[src/rtl/colour_classifier.sv]
// Colour sensor front end: cycles the sensor filter through RED/BLUE/CLEAR/GREEN,
// counts synchronised frequency edges per window, publishes per-frame counts and
// drives debounced (confirmed) colour LEDs.
module colour_classifier #(
    parameter int unsigned WINDOW_CYCLES = 78125,
    parameter int unsigned SETTLE_CYCLES = 1000,
    parameter int unsigned CNT_W         = 16,
    parameter int unsigned CLEAR_MIN     = 200,
    parameter int unsigned CONFIRM       = 3
) (
    input  logic             clk,
    input  logic             rst_n,
    input  logic             colour_freq,
    output logic             s2,
    output logic             s3,
    output logic [CNT_W-1:0] red_cnt,
    output logic [CNT_W-1:0] green_cnt,
    output logic [CNT_W-1:0] blue_cnt,
    output logic [CNT_W-1:0] clear_cnt,
    output logic             frame_valid,
    output logic             red_led,
    output logic             green_led,
    output logic             blue_led
);

    localparam int unsigned     WIN_W      = (WINDOW_CYCLES > 1) ? $clog2(WINDOW_CYCLES) : 1;
    localparam logic [WIN_W-1:0] WIN_LAST   = WIN_W'(WINDOW_CYCLES - 1);
    localparam logic [WIN_W-1:0] WIN_SETTLE = WIN_W'(SETTLE_CYCLES);
    localparam logic [CNT_W-1:0] CNT_MAX    = '1;
    localparam logic [3:0]       CONF_TGT   = 4'(CONFIRM);

    typedef enum logic [1:0] {
        CH_RED   = 2'b00,
        CH_BLUE  = 2'b01,
        CH_CLEAR = 2'b10,
        CH_GREEN = 2'b11
    } chan_t;

    typedef enum logic [1:0] {
        DEC_NONE  = 2'd0,
        DEC_RED   = 2'd1,
        DEC_GREEN = 2'd2,
        DEC_BLUE  = 2'd3
    } dec_t;

    logic             sync_q1, sync_q2;
    logic             edge_det;
    logic [WIN_W-1:0] win_cnt;
    logic             win_last;
    logic             count_en;
    logic [CNT_W-1:0] edge_cnt, cnt_next;
    chan_t            chan_q, chan_d;
    logic [CNT_W-1:0] sh_red, sh_green, sh_blue, sh_clear;
    logic             frame_pend;
    dec_t             dec, prev_dec;
    logic [3:0]       conf_q, conf_nxt;

    // Two-flop synchroniser for the asynchronous sensor output
    always_ff @(posedge clk or negedge rst_n) begin
        if (!rst_n) begin
            sync_q1 <= 1'b0;
            sync_q2 <= 1'b0;
        end else begin
            sync_q1 <= colour_freq;
            sync_q2 <= sync_q1;
        end
    end

    // Edge detect, settle gating and saturating increment (includes final-cycle edge)
    always_comb begin
        edge_det = sync_q1 & ~sync_q2;
        win_last = (win_cnt == WIN_LAST);
        count_en = (win_cnt >= WIN_SETTLE);
        cnt_next = edge_cnt;
        if (edge_det && count_en && (edge_cnt != CNT_MAX)) begin
            cnt_next = edge_cnt + CNT_W'(1);
        end
    end

    // Window timer and per-window edge counter
    always_ff @(posedge clk or negedge rst_n) begin
        if (!rst_n) begin
            win_cnt  <= '0;
            edge_cnt <= '0;
        end else if (win_last) begin
            win_cnt  <= '0;
            edge_cnt <= '0;
        end else begin
            win_cnt  <= win_cnt + WIN_W'(1);
            edge_cnt <= cnt_next;
        end
    end

    // Filter channel state register
    always_ff @(posedge clk or negedge rst_n) begin
        if (!rst_n) chan_q <= CH_RED;
        else        chan_q <= chan_d;
    end

    // Filter channel sequencing, advancing at each window end
    always_comb begin
        chan_d = chan_q;
        if (win_last) begin
            unique case (chan_q)
                CH_RED:   chan_d = CH_BLUE;
                CH_BLUE:  chan_d = CH_CLEAR;
                CH_CLEAR: chan_d = CH_GREEN;
                CH_GREEN: chan_d = CH_RED;
            endcase
        end
    end

    assign s2 = chan_q[1];
    assign s3 = chan_q[0];

    // Latch the finished window into the shadow of the active channel
    always_ff @(posedge clk or negedge rst_n) begin
        if (!rst_n) begin
            sh_red     <= '0;
            sh_green   <= '0;
            sh_blue    <= '0;
            sh_clear   <= '0;
            frame_pend <= 1'b0;
        end else begin
            frame_pend <= win_last && (chan_q == CH_GREEN);
            if (win_last) begin
                unique case (chan_q)
                    CH_RED:   sh_red   <= cnt_next;
                    CH_BLUE:  sh_blue  <= cnt_next;
                    CH_CLEAR: sh_clear <= cnt_next;
                    CH_GREEN: sh_green <= cnt_next;
                endcase
            end
        end
    end

    // Frame decision from the shadows; ties favour red, then green
    always_comb begin
        dec = DEC_NONE;
        if (32'(sh_clear) >= CLEAR_MIN) begin
            if (sh_red >= sh_green && sh_red >= sh_blue) dec = DEC_RED;
            else if (sh_green >= sh_blue)                dec = DEC_GREEN;
            else                                         dec = DEC_BLUE;
        end
    end

    // Saturating run length of identical decisions
    always_comb begin
        conf_nxt = 4'd1;
        if (dec == prev_dec) begin
            conf_nxt = (conf_q >= CONF_TGT) ? CONF_TGT : conf_q + 4'd1;
        end
    end

    // Publish counts, pulse frame_valid and update confirmed LEDs
    always_ff @(posedge clk or negedge rst_n) begin
        if (!rst_n) begin
            red_cnt     <= '0;
            green_cnt   <= '0;
            blue_cnt    <= '0;
            clear_cnt   <= '0;
            frame_valid <= 1'b0;
            red_led     <= 1'b0;
            green_led   <= 1'b0;
            blue_led    <= 1'b0;
            conf_q      <= 4'd0;
            prev_dec    <= DEC_NONE;
        end else begin
            frame_valid <= frame_pend;
            if (frame_pend) begin
                red_cnt   <= sh_red;
                green_cnt <= sh_green;
                blue_cnt  <= sh_blue;
                clear_cnt <= sh_clear;
                conf_q    <= conf_nxt;
                prev_dec  <= dec;
                if (conf_nxt == CONF_TGT) begin
                    red_led   <= (dec == DEC_RED);
                    green_led <= (dec == DEC_GREEN);
                    blue_led  <= (dec == DEC_BLUE);
                end
            end
        end
    end

endmodule

[config.mk]
export PLATFORM = sky130hd
export DESIGN_NAME = colour_classifier
export DESIGN_NICKNAME = d
export VERILOG_FILES = /design/src/rtl/colour_classifier.sv
export SDC_FILE = /design/constraint.sdc
export NUM_CORES = 1
export LEC_CHECK = 0
export ABC_AREA = 0
export CAP_MARGIN = 30
export CORE_ASPECT_RATIO = 0.8
export CORE_MARGIN = 1
export CORE_UTILIZATION = 62
export DETAILED_ROUTE_END_ITERATION = 6
export GPL_ROUTABILITY_DRIVEN = 0
export PLACE_DENSITY_LB_ADDON = 0.08
export SYNTH_ARGS = -nofsm -noshare
export SYNTH_HDL_FRONTEND = slang
export SYNTH_SLANG_ARGS = --single-unit
[constraint.sdc]
create_clock -name clk -period 7.2 [get_ports clk]
set_clock_uncertainty 0.2 [all_clocks]
set_input_delay 0.72 -clock clk [delete_from_list [all_inputs] [get_ports clk]]
set_output_delay 0.72 -clock clk [all_outputs]
set_load 0.02 [all_outputs]
After elaboration in Yosys (flattened, before gate mapping) --
Cells that the tools add are included.
Cells by class: bitwise gates (word level) 2, magnitude comparators 6, reductions and logical operators 10, add/sub/neg operators 3, muxes and demuxes 9, eq/ne operators 10
Operators by type and width (number):
- $ge A16 B16 Y1 | 3
- $mux W16 | 2
- $add A17 B1 Y17 const B | 1
- $eq A17 B17 Y1 const B | 1
- $ge A17 B10 Y1 const B | 1
- $mux W17 | 1
- $add A16 B1 Y16 const B | 1
- $ge A16 B8 Y1 const B | 1
- $ne A16 B16 Y1 const B | 1
- $reduce_and A2 Y1 | 5
- $eq A2 B2 Y1 const B | 4
- $mux W4 | 2
- $pmux W2 S4 | 1
- $add A4 B1 Y4 const B | 1
- $eq A2 B1 Y1 const B | 2
- $eq A4 B2 Y1 const B | 1
- $ge A4 B2 Y1 const B | 1
- $logic_and A1 B1 Y1 | 4
- $mux W2 | 2
- $eq A2 B2 Y1 | 1
- $logic_not A2 Y1 | 1
- $and A1 B1 Y1 | 1
- $mux W1 | 1
- $not A1 Y1 | 1
Storage, ports and cells: output and inout port bits 70, word-level logic and storage cells 60, register bits 176, input bits 3

Longest topological paths before layout --
word-level depth 8, depth in mapped cells 10

Worst setup path before layout --
No wires, ideal clock.
path kind reg2reg, start point register sh_green[0], end point register blue_led, setup time 125 ps, period minus slack after synthesis 2942 ps, setup slack 4258 ps, required time 6875 ps, buffers on the path 0, stages on the path, launching flop included 11, arrival time 2617 ps, cell sequence dfrtp_1 -> inv_1 -> ha_1 -> nand2b_1 -> a2111o_1 -> a311oi_1 -> o21ai_1 -> xnor2_1 -> o32a_2 -> a21o_4 -> mux2_4
Between the ends: cells in the longest elaborated chain, start to end 8, elaborated cells on any way between the ends 11
Ends and longest elaborated chain:
- start: declaration | RTL line 53 | logic [CNT_W-1:0] sh_red, sh_green, sh_blue, sh_clear;
- start signal: assignment | RTL line 131 | CH_GREEN: sh_green <= cnt_next;
- $ge A16 B16 Y1 (on tied branches) | RTL line 142, 141
- $mux W1 / $logic_and A1 B1 Y1 (equally long branches) | RTL line 142, 141
- $mux W2 (*) | RTL line 141 | if (sh_red >= sh_green && sh_red >= sh_blue) dec = DEC_RED;
- $mux W2 (*) | RTL line 140 | if (32'(sh_clear) >= CLEAR_MIN) begin
- $eq A2 B2 Y1 | RTL line 150 | if (dec == prev_dec) begin
- $mux W4 | RTL line 150
- $eq A4 B2 Y1 | RTL line 177 | if (conf_nxt == CONF_TGT) begin
- $reduce_and A2 Y1 (no line)
- end signal: assignment | RTL line 180 | blue_led <= (dec == DEC_BLUE);
- end: declaration | RTL line 23 | output logic blue_led
Mark *: on every way between the ends. The rest lies on a longest branch, timed or not. A chain may end at the register's enable or synchronous reset.

Final worst setup path --
start point register sh_green[0], end point register red_led
Between the ends: cells in the longest elaborated chain, start to end 8, elaborated cells on any way between the ends 11
Ends and longest elaborated chain:
- $ge A16 B16 Y1 (on tied branches) | RTL line 142, 141
- $mux W1 / $logic_and A1 B1 Y1 (equally long branches) | RTL line 142, 141
- $mux W2 (*) | RTL line 141
- $mux W2 (*) | RTL line 140
- $eq A2 B2 Y1 | RTL line 150
- $mux W4 | RTL line 150
- $eq A4 B2 Y1 | RTL line 177
- $reduce_and A2 Y1 (no line)
- end signal: assignment | RTL line 178 | red_led <= (dec == DEC_RED);
- end: declaration | RTL line 21 | output logic red_led,
Marks and branches as above.

==> impl_metrics.prom <==
# TYPE chip_impl_metric gauge
chip_impl_info{name="critPathSlowestCell",value="sky130_fd_sc_hd__a311oi_1"} 1
chip_impl_info{name="critical_path.endpoint_type",value="flip-flop"} 1
chip_impl_metric{name="half_perimeter_wire_length_of_the_detailed_placement_result",unit="µm"} 11900
chip_impl_info{name="crit_path_start",value="sh_green[0]"} 1
chip_impl_metric{name="wl_per_cell",unit="µm"} 17.6
chip_impl_metric{name="clk_path_buf_depth",unit=""} 2
chip_impl_metric{name="arrival",unit="ps"} 3660
chip_impl_metric{name="register_area",unit="µm²"} 4410
chip_impl_info{name="tritoncts",value="done"} 1
chip_impl_metric{name="core",unit="µm²"} 12400
chip_impl_metric{name="achievable-frequency",unit="GHz"} 0.282
chip_impl_metric{name="syn_area",unit="µm²"} 8060
chip_impl_metric{name="numCtsBuffers",unit=""} 17
chip_impl_metric{name="dpl_worst_slack",unit="ps"} 3790
chip_impl_metric{name="report.final.slew_viol_count",unit=""} 0
chip_impl_metric{name="totalWireLength",unit="µm"} 17100
chip_impl_info{name="regToRegEndpoint",value="red_led"} 1
chip_impl_metric{name="cap_violations",unit=""} 0
chip_impl_metric{name="power.leakage",unit="nW"} 4.46
chip_impl_metric{name="synth_seq_area_share",unit="%"} 54.7
chip_impl_info{name="rsz0062_at_grt",value="false"} 1
chip_impl_metric{name="syn-mean-instance-area",unit="µm²"} 11.2
chip_impl_metric{name="count_of_input_and_output_buffers",unit=""} 72
chip_impl_metric{name="area.growth.synth_to_final",unit="%"} 19.3
chip_impl_metric{name="power_frac_comb",unit="%"} 1.1
chip_impl_metric{name="area_taken_by_multi_input_logic_gates",unit="µm²"} 3420
chip_impl_metric{name="pwr_density_cell",unit="nW/µm²"} 204
chip_impl_metric{name="worst-path-max-fanout",unit=""} 4
chip_impl_metric{name="worst_ep_required_time",unit="ps"} 7310
chip_impl_metric{name="report.final.setup_viol",unit=""} 0
chip_impl_metric{name="h_tree_levels",unit=""} 4
chip_impl_metric{name="syn-instance-count",unit=""} 717
chip_impl_metric{name="cp_slowest_stage_delay",unit="ps"} 450
chip_impl_metric{name="track_usage",unit="%"} 27.9
chip_impl_metric{name="boundaryPins",unit=""} 73
chip_impl_metric{name="grt_first_pass_wirelength",unit="µm"} 28500
chip_impl_metric{name="postSynthRegisterBits",unit=""} 176
chip_impl_metric{name="via_count_of_the_first_global_routing_pass",unit=""} 5574
chip_impl_info{name="timing.critical_path.cells",value="inv_1 > ha_1 > nand2b_1 > a2111o_1 > a311oi_1 > o21ai_1 > xnor2_1 > o32a_2 > a21o_4 > mux2_4"} 1
chip_impl_metric{name="postLayoutSetupSlackWorst",unit="ps"} 3650
chip_impl_metric{name="post-route-min-period",unit="ps"} 3550
chip_impl_metric{name="drtIter0Drc",unit=""} 296
chip_impl_metric{name="number_of_hold_slack_violations_in_the_final_timing_report",unit=""} 0
chip_impl_info{name="largest-register",value="win_cnt"} 1
chip_impl_metric{name="sw_frac_of_total",unit="%"} 19.1
chip_impl_metric{name="yosysWarnings",unit=""} 0
chip_impl_metric{name="clk_latency",unit="ps"} 430
chip_impl_metric{name="std_cell_rows",unit=""} 36
chip_impl_info{name="r2r-start",value="sh_green[0]"} 1
chip_impl_metric{name="clockPowerShare",unit="%"} 48.5
chip_impl_metric{name="syn_nets",unit=""} 777
chip_impl_metric{name="path_clk_slew",unit="ps"} 60
chip_impl_metric{name="p_int",unit="mW"} 1.59
chip_impl_metric{name="initial_antenna_violation_count",unit=""} 0
chip_impl_metric{name="period_share",unit="%"} 49.3
chip_impl_metric{name="vdd_ir_drop_max",unit="µV"} 167
chip_impl_metric{name="ctsResizeCount",unit=""} 0
chip_impl_metric{name="synth-async-reset-ratio",unit="%"} 100
chip_impl_info{name="synth-main-ff-cell",value="sky130_fd_sc_hd__dfrtp_1"} 1
chip_impl_info{name="post-synth-top-count-cell",value="sky130_fd_sc_hd__dfrtp_1"} 1
chip_impl_metric{name="count_of_unique_library_cells_instantiated_by_yosys",unit=""} 54
chip_impl_info{name="run_status",value="finished, final reports clean"} 1
chip_impl_metric{name="ant_nets",unit=""} 0
chip_impl_metric{name="dieWidth",unit="µm"} 129
chip_impl_metric{name="totalNegativeSetupSlack",unit="ps"} 0
chip_impl_metric{name="max_slew_margin",unit="%"} 32.5
chip_impl_info{name="critPathLaunchType",value="flip-flop"} 1
chip_impl_metric{name="drive_gt1_share",unit="%"} 14.0
chip_impl_metric{name="largest_register_ffs",unit=""} 17
chip_impl_metric{name="fin_nets",unit=""} 849
chip_impl_metric{name="drt_pass1_iterations",unit=""} 5
chip_impl_metric{name="floorplan.die_area",unit="µm²"} 13500
chip_impl_info{name="synthTopCellsByCount",value="sky130_fd_sc_hd__dfrtp_1, sky130_fd_sc_hd__nand2_1, sky130_fd_sc_hd__mux2_2, sky130_fd_sc_hd__ha_1, sky130_fd_sc_hd__o21ai_1"} 1
chip_impl_metric{name="postCtsSetupRepairBufs",unit=""} 0
chip_impl_metric{name="netlist.area_leader.share",unit="%"} 54.7
chip_impl_metric{name="numClockSinks",unit=""} 176
chip_impl_metric{name="timing.reg2reg.setup_slack",unit="ps"} 3650
chip_impl_metric{name="via_per_inst",unit=""} 5.77
chip_impl_metric{name="post_synth_edffs",unit=""} 0
chip_impl_metric{name="routed_via_count",unit=""} 5613
chip_impl_metric{name="fillCellCount",unit=""} 811
chip_impl_metric{name="globalRouteOverflowTotal",unit=""} 0
chip_impl_metric{name="detail_route.drc_violations",unit=""} 0
chip_impl_info{name="critical_path_class",value="reg -> reg"} 1
chip_impl_info{name="yosys-top-cells-area",value="sky130_fd_sc_hd__dfrtp_1, sky130_fd_sc_hd__mux2_2, sky130_fd_sc_hd__ha_1, sky130_fd_sc_hd__nand2_1, sky130_fd_sc_hd__o21ai_1"} 1
chip_impl_metric{name="die-height",unit="µm"} 104
chip_impl_metric{name="post_cts_hold_buffer_count",unit=""} 0
chip_impl_metric{name="seq_power_share",unit="%"} 50.4
chip_impl_info{name="cts_root_buffer",value="sky130_fd_sc_hd__clkbuf_16"} 1
chip_impl_info{name="critPathCapture",value="red_led"} 1
chip_impl_metric{name="tightestPinTransition",unit="ps"} 1010
chip_impl_metric{name="reg2reg_depth",unit=""} 10
chip_impl_info{name="synth_area_leader_cell",value="sky130_fd_sc_hd__dfrtp_1"} 1
chip_impl_metric{name="n_antenna_cell",unit=""} 0
chip_impl_metric{name="p_sw",unit="mW"} 0.375
chip_impl_metric{name="grt_start_max_net_pins",unit=""} 89
chip_impl_info{name="worstHoldPathType",value="in -> async"} 1
chip_impl_metric{name="start_util",unit="%"} 64.8
placed cells by master, fill, tap and decap left out, drive strengths merged, types with 10 or more instances in the layout:
| cell type | instances |
|---|---|
| a21oi | 16 |
| clkbuf | 25 |
| clkdlybuf4s50 | 71 |
| dfrtp | 176 |
| ha | 57 |
| inv | 38 |
| mux2 | 68 |
| nand2 | 98 |
| nand3 | 16 |
| nand4 | 10 |
| nor2 | 38 |
| o21ai | 81 |
| xnor2 | 10 |
| xor2 | 19 |
metal layers:
metal / GRT usage [%] / vias up / wire length (µm) / part of all wire (%)
met2: 43.3 / 160 / 8030 / 47
met4: 9.63 / 0 / 269 / 1.6
met3: 5.20 / 21 / 762 / 4.5
li1: - / 2634 / - / -
met5: 0 / - / 0 / 0
met1: 39.5 / 2798 / 8040 / 47
stage by stage:
stage               hold slack [ps]  power [mW]  cells  area (µm²)  utilization, %
floorplan                       152        1.01    717        8060               -
global placement                186        1.03    938        8920            71.8
detailed placement              193        1.03    941        9000            72.4
CTS                             181        1.98    972        9610            77.3
global route                    207        2.02    972        9610            77.3
finish                          148        1.96    972        9610            77.3
critical path, delay by kind of cell (launching register included):
| kind | cells | cell delay (ps) |
|---|---|---|
| flip-flops | 1 | 420 |
| adder cells (fa/ha/maj) | 1 | 270 |
| AND/OR/NAND/NOR | 1 | 140 |
| multiplexers | 1 | 300 |
| XOR/XNOR | 1 | 210 |
| AO/OA/AOI/OAI | 5 | 1830 |
| buffers and inverters | 1 | 60 |
cell type report:
class,count,area share [%]
multi-input combinational,479,35.6
timing repair buffer,77,8.53
clock buffer,25,4.95
sequential,176,45.8
tap,171,2.23
inverter,38,1.48
clock inverter,6,1.35
power by group through the flow:
| stage | sequential (mW) | combinational (mW) | clock [mW] |
|---|---|---|---|
| final | 0.990 | 0.0216 | 0.953 |
| after global routing | 0.989 | 0.0258 | 1.00 |
| after CTS | 0.990 | 0.0231 | 0.965 |
| after detailed placement | 1.01 | 0.0230 | 0 |
| after global placement | 1.01 | 0.0204 | 0 |
| after floorplan | 1.01 | 0.0000821 | 0 |
kinds of logic (layout without fill, tap and decap cells):
| family | Yosys count | in the layout | share of synthesized area [%] |
|---|---|---|---|
| AND/OR/NAND/NOR | 200 | 200 | 11.6 |
| flip-flops | 176 | 176 | 54.7 |
| AO/OA/AOI/OAI | 123 | 123 | 8.98 |
| multiplexers | 70 | 70 | 9.89 |
| buffers and inverters | 62 | 146 | 2.90 |
| adder cells (fa/ha/maj) | 57 | 57 | 8.85 |
| XOR/XNOR | 29 | 29 | 3.15 |
how the worst min path moves through the flow:
stage / from / to
after floorplan: frame_pend / frame_valid
after global placement: sync_q1 / sync_q2
after detailed placement: sync_q1 / sync_q2
after CTS: rst_n / red_cnt[2]
after global routing: rst_n / red_cnt[2]
final: rst_n / red_cnt[2]
Power figures use the tool's default switching activity.
